[src/rtl/alu_pkg.sv]
// Shared types and constants for the ALU issue/capture stage.
// Latency: n/a (package only).
// Backpressure: n/a (package only).
package alu_pkg;

    localparam int ALU_DW = 16;  // operand width
    localparam int ALU_RW = 17;  // result width (carry/borrow in bit 16)

    // Opcode is kept as a plain 3-bit vector so illegal codes 5..7 can be
    // stored and forwarded unchanged to the ALU.
    typedef logic [2:0] alu_op_t;

    localparam alu_op_t ALU_ADD     = 3'd0;
    localparam alu_op_t ALU_SUB     = 3'd1;
    localparam alu_op_t ALU_AND     = 3'd2;
    localparam alu_op_t ALU_OR      = 3'd3;
    localparam alu_op_t ALU_XOR     = 3'd4;
    localparam alu_op_t ALU_OP_LAST = 3'd4;
    localparam alu_op_t ALU_OP_IDLE = 3'd7;  // driven while nothing is queued

    // FIFO entry minus the user tag (tag width is a module parameter).
    typedef struct packed {
        logic [ALU_DW-1:0] in1;
        logic [ALU_DW-1:0] in2;
        alu_op_t           op;
    } alu_cmd_t;

    function automatic logic alu_op_illegal(input alu_op_t op);
        return op > ALU_OP_LAST;
    endfunction

endpackage

[src/rtl/alu_cmd_fifo.sv]
// Synchronous command FIFO, DEPTH entries, combinational head read.
// Latency: a pushed entry is visible at the head the cycle after the push.
// Backpressure: caller must not push when full_o or pop when empty_o.
module alu_cmd_fifo #(
    parameter int DEPTH = 4,
    parameter int W     = 8
) (
    input  logic         clk,
    input  logic         rst,
    input  logic         push_i,
    input  logic [W-1:0] wdata_i,
    input  logic         pop_i,
    output logic [W-1:0] head_o,
    output logic         full_o,
    output logic         empty_o
);
    localparam int AW = $clog2(DEPTH);

    // Extra MSB on each pointer distinguishes full from empty.
    logic [AW:0]  wptr_q, rptr_q;
    logic [W-1:0] mem_q [DEPTH];

    // Pointer update; reset flushes all queued entries.
    always_ff @(posedge clk) begin
        if (rst) begin
            wptr_q <= '0;
            rptr_q <= '0;
        end else begin
            if (push_i) wptr_q <= wptr_q + 1'b1;
            if (pop_i)  rptr_q <= rptr_q + 1'b1;
        end
    end

    // Storage needs no reset: the pointers decide what is valid.
    always_ff @(posedge clk) begin
        if (push_i) mem_q[wptr_q[AW-1:0]] <= wdata_i;
    end

    assign empty_o = (wptr_q == rptr_q);
    assign full_o  = (wptr_q[AW] != rptr_q[AW]) &&
                     (wptr_q[AW-1:0] == rptr_q[AW-1:0]);
    assign head_o  = mem_q[rptr_q[AW-1:0]];

endmodule

[src/rtl/alu_issue_stage.sv]
// Issue/capture stage around an external combinational 16-bit ALU.
// Latency: accept at edge N (empty FIFO, empty result reg) -> res_valid after N+1.
// Backpressure: res_ready low holds the result; FIFO absorbs DEPTH more, then cmd_ready drops.
module alu_issue_stage
    import alu_pkg::*;
#(
    parameter int DEPTH = 4,
    parameter int TAG_W = 4
) (
    input  logic              clk,
    input  logic              rst,
    input  logic              cmd_valid,
    output logic              cmd_ready,
    input  logic [15:0]       cmd_in1,
    input  logic [15:0]       cmd_in2,
    input  logic [2:0]        cmd_op,
    input  logic [TAG_W-1:0]  cmd_tag,
    output logic [15:0]       alu_in1,
    output logic [15:0]       alu_in2,
    output logic [2:0]        alu_operation,
    input  logic [16:0]       alu_out,
    output logic              res_valid,
    input  logic              res_ready,
    output logic [16:0]       res_data,
    output logic [TAG_W-1:0]  res_tag,
    output logic              res_illegal,
    output logic [15:0]       issued_cnt
);
    localparam int CW = $bits(alu_cmd_t);
    localparam int EW = CW + TAG_W;

    typedef enum logic {RES_EMPTY = 1'b0, RES_FULL = 1'b1} res_state_t;

    res_state_t       state_q, state_d;
    logic             rst_done_q;
    logic [EW-1:0]    head;
    alu_cmd_t         head_cmd;
    logic [TAG_W-1:0] head_tag;
    alu_cmd_t         push_cmd;
    logic             fifo_full, fifo_empty;
    logic             push, cap;
    logic [16:0]      res_data_q;
    logic [TAG_W-1:0] res_tag_q;
    logic             res_illegal_q;
    logic [15:0]      issued_cnt_q;

    assign push_cmd = '{in1: cmd_in1, in2: cmd_in2, op: cmd_op};
    assign push     = cmd_valid & cmd_ready;
    assign cap      = !fifo_empty & (!res_valid | res_ready);

    alu_cmd_fifo #(.DEPTH(DEPTH), .W(EW)) u_fifo (
        .clk     (clk),
        .rst     (rst),
        .push_i  (push),
        .wdata_i ({cmd_tag, push_cmd}),
        .pop_i   (cap),
        .head_o  (head),
        .full_o  (fifo_full),
        .empty_o (fifo_empty)
    );

    assign head_cmd = alu_cmd_t'(head[CW-1:0]);
    assign head_tag = head[EW-1 -: TAG_W];

    // Holds cmd_ready low during reset and releases it the cycle after.
    always_ff @(posedge clk) begin
        if (rst) rst_done_q <= 1'b0;
        else     rst_done_q <= 1'b1;
    end

    // Registered-state only: no path from res_ready or cmd_valid.
    assign cmd_ready = rst_done_q & !fifo_full;

    // Present the FIFO head to the ALU, or a harmless idle command.
    always_comb begin
        alu_in1       = '0;
        alu_in2       = '0;
        alu_operation = ALU_OP_IDLE;
        if (!fifo_empty) begin
            alu_in1       = head_cmd.in1;
            alu_in2       = head_cmd.in2;
            alu_operation = head_cmd.op;
        end
    end

    // Result-register state register.
    always_ff @(posedge clk) begin
        if (rst) state_q <= RES_EMPTY;
        else     state_q <= state_d;
    end

    // Result-register next state: fill on capture, empty on drain without refill.
    always_comb begin
        state_d = state_q;
        case (state_q)
            RES_EMPTY: if (cap) state_d = RES_FULL;
            RES_FULL:  if (res_ready && !cap) state_d = RES_EMPTY;
            default:   state_d = RES_EMPTY;
        endcase
    end

    // Result-register outputs.
    always_comb begin
        res_valid = (state_q == RES_FULL);
    end

    // Capture the ALU result, tag and illegal flag; count every capture.
    always_ff @(posedge clk) begin
        if (rst) begin
            res_data_q    <= '0;
            res_tag_q     <= '0;
            res_illegal_q <= 1'b0;
            issued_cnt_q  <= '0;
        end else if (cap) begin
            res_data_q    <= alu_out;
            res_tag_q     <= head_tag;
            res_illegal_q <= alu_op_illegal(head_cmd.op);
            issued_cnt_q  <= issued_cnt_q + 16'd1;
        end
    end

    assign res_data    = res_data_q;
    assign res_tag     = res_tag_q;
    assign res_illegal = res_illegal_q;
    assign issued_cnt  = issued_cnt_q;

endmodule

[config.mk]
export PLATFORM = sky130hd
export DESIGN_NAME = alu_issue_stage
export DESIGN_NICKNAME = d
export VERILOG_FILES = /design/src/rtl/alu_pkg.sv /design/src/rtl/alu_cmd_fifo.sv /design/src/rtl/alu_issue_stage.sv
export SDC_FILE = /design/constraint.sdc
export NUM_CORES = 1
export LEC_CHECK = 0
export BUFFER_PORTS_ARGS = -buffer_cell sky130_fd_sc_hd__buf_2
export CAP_MARGIN = 20
export CORE_ASPECT_RATIO = 0.8
export CORE_MARGIN = 4
export CORE_UTILIZATION = 56
export DETAILED_ROUTE_END_ITERATION = 12
export GPL_TIMING_DRIVEN = 0
export PLACE_DENSITY = 0.86
export REMOVE_ABC_BUFFERS = 1
export SYNTH_ARGS = -nofsm -noshare
export SYNTH_HDL_FRONTEND = slang
export SYNTH_SLANG_ARGS = --single-unit
[constraint.sdc]
create_clock -name clk -period 4.5 [get_ports clk]
set_input_delay 1.35 -clock clk [delete_from_list [all_inputs] [get_ports clk]]
set_output_delay 1.35 -clock clk [all_outputs]
set_load 0.02 [all_outputs]
**Yosys cells after proc, flatten, opt, wreduce, memory -nomap -nowiden**

Memories as Yosys holds them, arrays and structs flattened. A register that Yosys moved wholly into a read port is not among the register bits.
Index checks and enable logic that the tools add are counted.

- Add/subtract/negate cells: 3
- $lt $le $gt $ge: 1
- Equal/unequal tests: 3
- Muxes and demuxes: 11
- Bitwise logic cells: 5
- Reductions and logical operators: 6

Operators by type and width:

| cell | count |
|---|---|
| 16-bit 2-to-1 mux | 2 |
| 16-bit by 1-bit adder with 16-bit output (second input constant) | 1 |
| 3-bit by 1-bit adder with 3-bit output (second input constant) | 2 |
| 1-bit 2-to-1 mux | 5 |
| 1-bit logical NOT | 4 |
| 2-bit 2-to-1 mux | 2 |
| 1-bit AND | 3 |
| 3-bit equality test | 1 |
| 3-bit greater-than comparator (second input constant) | 1 |
| 3-bit 2-to-1 mux | 1 |
| 2-bit equality test | 1 |
| 1-bit logical AND | 2 |
| 1-bit case mux with 2 select lines | 1 |
| 1-bit inequality test | 1 |
| 1-bit NOT | 1 |
| 1-bit bitwise OR | 1 |

- Register bits after elaboration: 46
- Memory bits (writable): 156
- Bits of input ports: 60
- Output and inout port bits: 75
- Word-level logic and storage cells: 38
- Memories kept: 1

Memories:

| name | words | bits a word | rd ports | clocked after Yosys merged registers in | wr ports | line | text |
|---|---|---|---|---|---|---|---|
| u_fifo.mem_q | 4 | 39 | 1 | 1 | 1 | alu_cmd_fifo.sv:21 | `logic [W-1:0] mem_q [DEPTH];` |

**Longest topological paths before layout**

Gate-level depths: netlist of run 1.

- Depth after elaboration: 7
- Mapped depth: 6
- Depth with buffers taken out: 5

**Modules after synthesis**

Synthesis of run 1 repeated with hierarchy kept, for this count alone.

- Cells, all modules: 472
- Area, all modules: 7821.3 µm²

Modules (own cells, without submodules):

| module | times used | cells each | area an instance (µm²) |
|---|---|---|---|
| alu_cmd_fifo | 1 | 243 | 6017.0 |
| alu_issue_stage | 1 | 229 | 1804.2 |

**Worst setup path before layout of run 1**

OpenSTA, ideal clock, no wires.

- Path kind: input-to-reg
- Start point: input cmd_valid
- End point: memory u_fifo.mem_q[3][0] (netlist bit), enable pin
- Setup time: 0.462 ns
- Arrival: 3.493 ns
- Data required time: 4.038 ns
- Setup slack: 0.545 ns
- Stages: 2
- Buffers on the path: 0
- Cells stage by stage: nand3_1 -> a31oi_1

- Word-level cells in the longest chain between the ends: 3

RTL lines:

| item | line | text |
|---|---|---|
| start: declaration | alu_issue_stage.sv:12 | `input logic cmd_valid,` |
| 1-bit AND | alu_issue_stage.sv:48 | `assign push = cmd_valid & cmd_ready;` |
| 1-bit 2-to-1 mux | alu_cmd_fifo.sv:36 | `if (push_i) mem_q[wptr_q[AW-1:0]] <= wdata_i;` |
| 1-bit 2-to-1 mux (not written as such) | alu_cmd_fifo.sv:36 |  |
| end: declaration | alu_cmd_fifo.sv:21 |  |

No other way between the ends.

==> out/metrics.csv, run 1 <==
metric,value,unit
status,"finished, final reports clean",
synthDistinctLibCells,37,
crit_type,flip-flop to primary output,
synth_most_common_cell,edfxtp_1,
cts_setup_buffers,0,
antenna_found_initial,0,
die_w,141,um
synth_edf_count,156,
clkTransAtPathRegs,0.06,ns
first_global_vias,4654,
ios,135,
ir_drop,0.404,mV
netlist_instances,480,
ant_nets,0,
rsz0062_at_grt,no,
rrSetupSlack,2.05,ns
syn_area_per_cell,16.4,um2
post-synth-top-area-cell,edfxtp_1,
clockBufferDepth,3,
design_area,9530,um2
num-fill-cells,872,
grt_max_degree,52,
cp.arrival,2.44,ns
synth_ff_type,edfxtp_1,
synth_common_cells,"edfxtp_1 (156), nand2_1 (51), dfxtp_1 (48)",
cts_hold_repair.buffers,0,
rows,38,
track_usage,19.1,%
period_share,84.3,%
clock_sinks,204,
n_antenna_cell,0,
dpl-instance-area,8870,um2
dieArea,16000,um2
ff2ff_path_depth,4,
dr_total_vias,4547,
final_net_count,687,
htree_levels,1,
syn_area,7880,um2
leakagePower,3.44,nW
fin_skew,0.00664,ns
core_area,13600,um2
whs_path_depth,2,
yosysSeqAreaShare,71.7,%
routed_via_density,5.58,
place_ws,1.13,ns
holdWs,0.450,ns
ys.warnings.count,0,
slew_violations,0,
async_reset_ff_share,0,%
min-delay-start,res_data[1],
area_growth,21.0,%
insertion_delay,0.48,ns
die_h,114,um
worstPathMaxFanout,39,
synthTopCellsByArea,"edfxtp_1 (59%), dfxtp_1 (12%), mux4_2 (11%)",
worstSetupStartpointType,flip-flop,
initial_utilization,57.7,%
grt.overflow.total,0,
drc,0,
numCtsBuffers,20,
dr.pass1.iters,5,
drive_above_1_share,36.5,%
cts_tree,built,
grt_pass1_wl,24300,um
slew_headroom,38.7,%
r2r_end,u_fifo.mem_q[2][31],
setup_ws,0.706,ns
hold_viol,0,
finalCriticalPeriod,3.79,ns
fmax,264,MHz
port_buffers,134,
dp_hpwl,9550,um
ys_seq_elements,204,
worstHoldEndpoint,res_data[1],
required,3.15,ns
gp_congestion,0.729,
drt_wl_total,15000,um
initialDrtViolationCount,267,
worstMarginPinSlew,0.919,ns
post_drt_wl_per_cell,18.5,um
cts_root_buf,clkbuf_16,
maxCapViolations,0,
crit_path_end_kind,primary output,
setup_viol,0,
synth.top_cell.area_share,59.5,%
ctsResizeCount,0,
p_per_area,561,nW/um2
timing.rr.start,u_fifo.wptr_q[0],
hp-class,flip-flop to flip-flop,
-- state kept, by name, summed over array words and instances (netlist names), named ones only --
signal	count
u_fifo.mem_q	156
res_data	17
issued_cnt	16
res_tag	4
u_fifo.rptr_q	3
u_fifo.wptr_q	3
res_illegal	1
res_valid	1
rst_done_q	1
-- critical path, cell delays in order, from the launching register on --
cell,delay (ns)
dfxtp_4,0.86
mux4_2,0.63
or2_2,0.30
buf_2,0.16
-- layer usage --
layer  global-route usage, %  routed length, um
met1                    25.3               5920
met2                    33.0               7790
met3                    4.43               1090
met4                    4.00                245
met5                       0                  0
-- placed cells by master (no fill, tap or decap), types with 4 or more instances in the layout --
| master | synthesis | final |
|---|---|---|
| edfxtp_1 | 156 | 156 |
| ha_1 | 6 | 6 |
| a21oi_1 | 34 | 34 |
| clkinv_2 | 0 | 5 |
| nor2b_1 | 36 | 36 |
| or2_2 | 4 | 4 |
| xnor2_1 | 6 | 6 |
| dfxtp_1 | 48 | 46 |
| buf_12 | 0 | 5 |
| nand3_1 | 4 | 4 |
| mux4_2 | 39 | 39 |
| mux2_2 | 5 | 5 |
| nor2_1 | 12 | 12 |
| nor4_1 | 4 | 4 |
| o31ai_1 | 7 | 6 |
| or4_1 | 6 | 6 |
| clkbuf_16 | 0 | 22 |
| nand2_1 | 51 | 51 |
| nand4_1 | 4 | 4 |
| inv_1 | 8 | 8 |
| buf_2 | 14 | 134 |
-- logic make-up after synthesis --
| kind of cell | count (synthesis) | synth area share, % |
|---|---|---|
| flops | 204 | 71.7 |
| simple gates | 133 | 8.72 |
| compound gates | 51 | 3.69 |
| mux | 45 | 12.0 |
| buf+inv | 32 | 1.87 |
| xor+xnor | 9 | 1.10 |
| fa+ha+maj | 6 | 0.953 |
-- where the power goes --
group          internal, W  switching (W)
combinational     0.000614       0.000819
clock             0.000966       0.000651
sequential         0.00215       0.000144
-- area by class of cell --
| type | instances | area (um2) | share of cell area, % |
|---|---|---|---|
| flip-flops and latches | 204 | 5650 | 59.3 |
| inverters | 8 | 30.0 | 0.315 |
| clock buffers | 27 | 583 | 6.12 |
| repair buffers | 143 | 856 | 8.98 |
| well taps | 180 | 225 | 2.36 |
| clock inverters | 9 | 66.3 | 0.696 |
| multi-input cells | 244 | 2120 | 22.3 |
-- worst max-delay path by stage --
stage	startpoint	to	slack, ns	cells after the start
after detailed placement	flip-flop	alu_operation[2]	1.13	3
after global routing	flip-flop	alu_operation[2]	0.53	3
final	flip-flop	alu_operation[2]	0.71	3
after global placement	cmd_valid	u_fifo.mem_q[3][9]	-1.06	3
after floorplan	flip-flop	alu_operation[2]	0.43	2
after CTS	flip-flop	alu_operation[2]	0.62	3
-- stage by stage --
stage / instances / total power [W] / util, % / TNS, ns
after global routing: 815 / 0.00560 / 69.9 / 0
after detailed placement: 778 / 0.00376 / 65.0 / 0
final: 815 / 0.00534 / 69.9 / 0
after floorplan: 456 / 0.00319 / - / 0
after CTS: 814 / 0.00538 / 69.8 / 0
after global placement: 770 / 0.00363 / 63.4 / -55.94
(Power assumes the default switching activity.)
==> run 2: changes to the inputs <==
--- a/config.mk
+++ b/config.mk
@@ -9,10 +9,10 @@
 export CAP_MARGIN = 20
 export CORE_ASPECT_RATIO = 0.8
 export CORE_MARGIN = 4
-export CORE_UTILIZATION = 56
+export CORE_UTILIZATION = 50
 export DETAILED_ROUTE_END_ITERATION = 12
 export GPL_TIMING_DRIVEN = 0
-export PLACE_DENSITY = 0.86
+export PLACE_DENSITY = 0.81
 export REMOVE_ABC_BUFFERS = 1
 export SYNTH_ARGS = -nofsm -noshare
 export SYNTH_HDL_FRONTEND = slang
==> constraint.sdc (replaced) <==
create_clock -name clk -period 3.2 [get_ports clk]
set_input_delay 0.96 -clock clk [delete_from_list [all_inputs] [get_ports clk]]
set_output_delay 0.96 -clock clk [all_outputs]
set_load 0.02 [all_outputs]
==> run 2 against run 1 <==
Count of clock-buffer cells in the layout up 3. Combinational power grew 50%. Via count rose by 1.8%. Utilization decreased by 6.7 points. Sequential share of layout area down 0.49 points.
==> out/metrics.csv, run 2 (synthesis results as in run 1) <==
metric,value,unit,change
die_h,120,um,was 114 um
maxCapViolations,0,,unchanged
hold_viol,0,,unchanged
first_global_vias,4840,,was 4654
core_area,15200,um2,was 13600 um2
netSwitchingFraction,30.5,%,was 30.2%
leakagePower,3.44,nW,about the same
dieArea,17800,um2,was 16000 um2
numCtsBuffers,21,,was 20
rows,40,,was 38
status,"finished, final reports clean",,unchanged
pwr-share-seq,42.2,%,was 42.9%
initial_utilization,51.8,%,was 57.7%
grt.overflow.total,0,,unchanged
p_sw,0.00230,W,was 0.00161 W
dr_total_vias,4628,,was 4547
clock_sinks,204,,unchanged
cts_root_buf,clkbuf_16,,unchanged
grt_pass1_wl,25300,um,was 24300 um
total_power,0.00753,W,was 0.00534 W
insertion_delay,0.48,ns,about the same
fmax,324,MHz,
die_w,148,um,was 141 um
initialDrtViolationCount,223,,was 267
slew_violations,0,,unchanged
final_net_count,690,,was 687
htree_levels,1,,unchanged
antenna_found_initial,1,,was 0
cts_tree,built,,unchanged
worstMarginPinSlew,1.07,ns,was 0.919 ns
drt_wl_total,15800,um,was 15000 um
clkPwrFrac,29.4,%,was 30.3%
required,2.24,ns,was 3.15 ns
routed_via_density,5.46,,was 5.58
p_per_area,783,nW/um2,was 561 nW/um2
drc,0,,unchanged
slew_headroom,28.3,%,was 38.7%
design_area,9610,um2,was 9530 um2
ios,135,,unchanged
port_buffers,134,,unchanged
period_share,96.6,%,
crit_path_end_kind,primary output,,unchanged
area_growth,22.0,%,was 21.0%
hp-class,flip-flop to flip-flop,,unchanged
dpl-instance-area,8910,um2,was 8870 um2
grt_max_degree,52,,unchanged
ant_nets,0,,unchanged
n_antenna_cell,0,,unchanged
p_int,0.00523,W,was 0.00373 W
final_common_cell,edfxtp_1,,unchanged
dr.pass1.iters,5,,unchanged
ir_drop,0.680,mV,was 0.404 mV
layout_common_cells,"edfxtp_1 (156), buf_2 (134), nand2_1 (51), dfxtp_1 (46), mux4_2 (39)",,unchanged
setup_viol,0,,unchanged
crit_type,flip-flop to primary output,,unchanged
largest_reg_flops,156,,unchanged
worstPathMaxFanout,27,,was 39
gp_congestion,0.774,,was 0.729
worstSetupStartpointType,flip-flop,,unchanged
dp_hpwl,10300,um,was 9550 um
track_usage,17.9,%,was 19.1%
power.share.combinational,28.4,%,was 26.8%
fin_skew,0.0138,ns,was 0.00664 ns
post_drt_wl_per_cell,18.7,um,was 18.5 um
drive_above_1_share,36.6,%,was 36.5%
clockBufferDepth,3,,unchanged
finalCriticalPeriod,3.09,ns,
clkTransAtPathRegs,0.06,ns,about the same
cp.arrival,2.13,ns,was 2.44 ns
==> run 2: cell types whose count changed in the layout (fill, tap and decap cells not counted) <==
| cell | before | now |
|---|---|---|
| xor2_2 | 1 | 3 |
| clkinv_1 | 3 | 1 |
| clkbuf_8 | 1 | 2 |
| bufinv_16 | 1 | 0 |
| clkbuf_1 | 1 | 6 |
| buf_16 | 2 | 3 |
| xor2_1 | 2 | 0 |
| clkbuf_2 | 3 | 0 |
| buf_12 | 5 | 6 |
==> run 2: through the flow <==
step                hold WS, ns  std cells  utilization (%)   TNS (ns)  worst slack, ns
CTS                       0.453        847             63.1          0          0.00604
floorplan                 0.495        456                -     -26.40           -0.484
detailed placement        0.445        808             58.6          0            0.168
global placement          0.439        800             57.1    -204.29            -1.96
finish                    0.450        847             63.2          0            0.109
global route              0.485        847             63.2  -0.000357        -0.000357
==> run 2: final timing paths <==
check,from,endpoint,slack [ns],depth (start not counted)
max,u_fifo.rptr_q[2],alu_in1[15],0.11,6
max reg2reg,u_fifo.wptr_q[1],u_fifo.mem_q[1][25],0.60,4
min reg2reg,res_data[10],res_data[10],0.45,2
min,res_data[10],res_data[10],0.45,2
==> run 2: cell type report <==
type | count | area [um2]
Clock buffer | 30 | 601
Clock inverter | 6 | 28.8
Fill cell | 1124 | 5600
Inverter | 8 | 30.0
Multi-Input combinational cell | 244 | 2140
Sequential cell | 204 | 5650
Tap cell | 210 | 263
Timing Repair Buffer | 145 | 903
==> run 2: per-layer routing <==
metal | track usage, % | vias to the layer above | wire length, um | part of all wire [%]
met4 | 4.44 | 2 | 342 | 2.2
met2 | 31.0 | 152 | 8070 | 51
met1 | 23.2 | 2329 | 6460 | 41
met3 | 4.23 | 32 | 955 | 6.0
met5 | 0 | - | 13 | 0.082
li1 | - | 2113 | - | -
==> run 2: power by group through the flow <==
stage / Combinational, W / Clock (W) / Sequential (W)
5_1_grt: 0.00231 / 0.00239 / 0.00321
3_5_place_dp: 0.00201 / 0 / 0.00331
3_3_place_gp: 0.00180 / 0 / 0.00332
4_1_cts: 0.00217 / 0.00227 / 0.00318
6_report: 0.00214 / 0.00221 / 0.00318
2_1_floorplan: 0.00110 / 0 / 0.00338
==> run 2: critical path: stages, from the launching register on <==
cell	delay [ns]
dfxtp_1	0.40
xor2_2	0.44
nor3_4	0.14
buf_16	0.19
buf_16	0.16
nor2b_1	0.14
buf_2	0.18
==> run 2: timing repair <==
action	CTS	global route
setup buffers	3	0
gates resized for setup	0	2
hold buffers	0	0
pin swaps	1	0
setup endpoints to repair	35	13
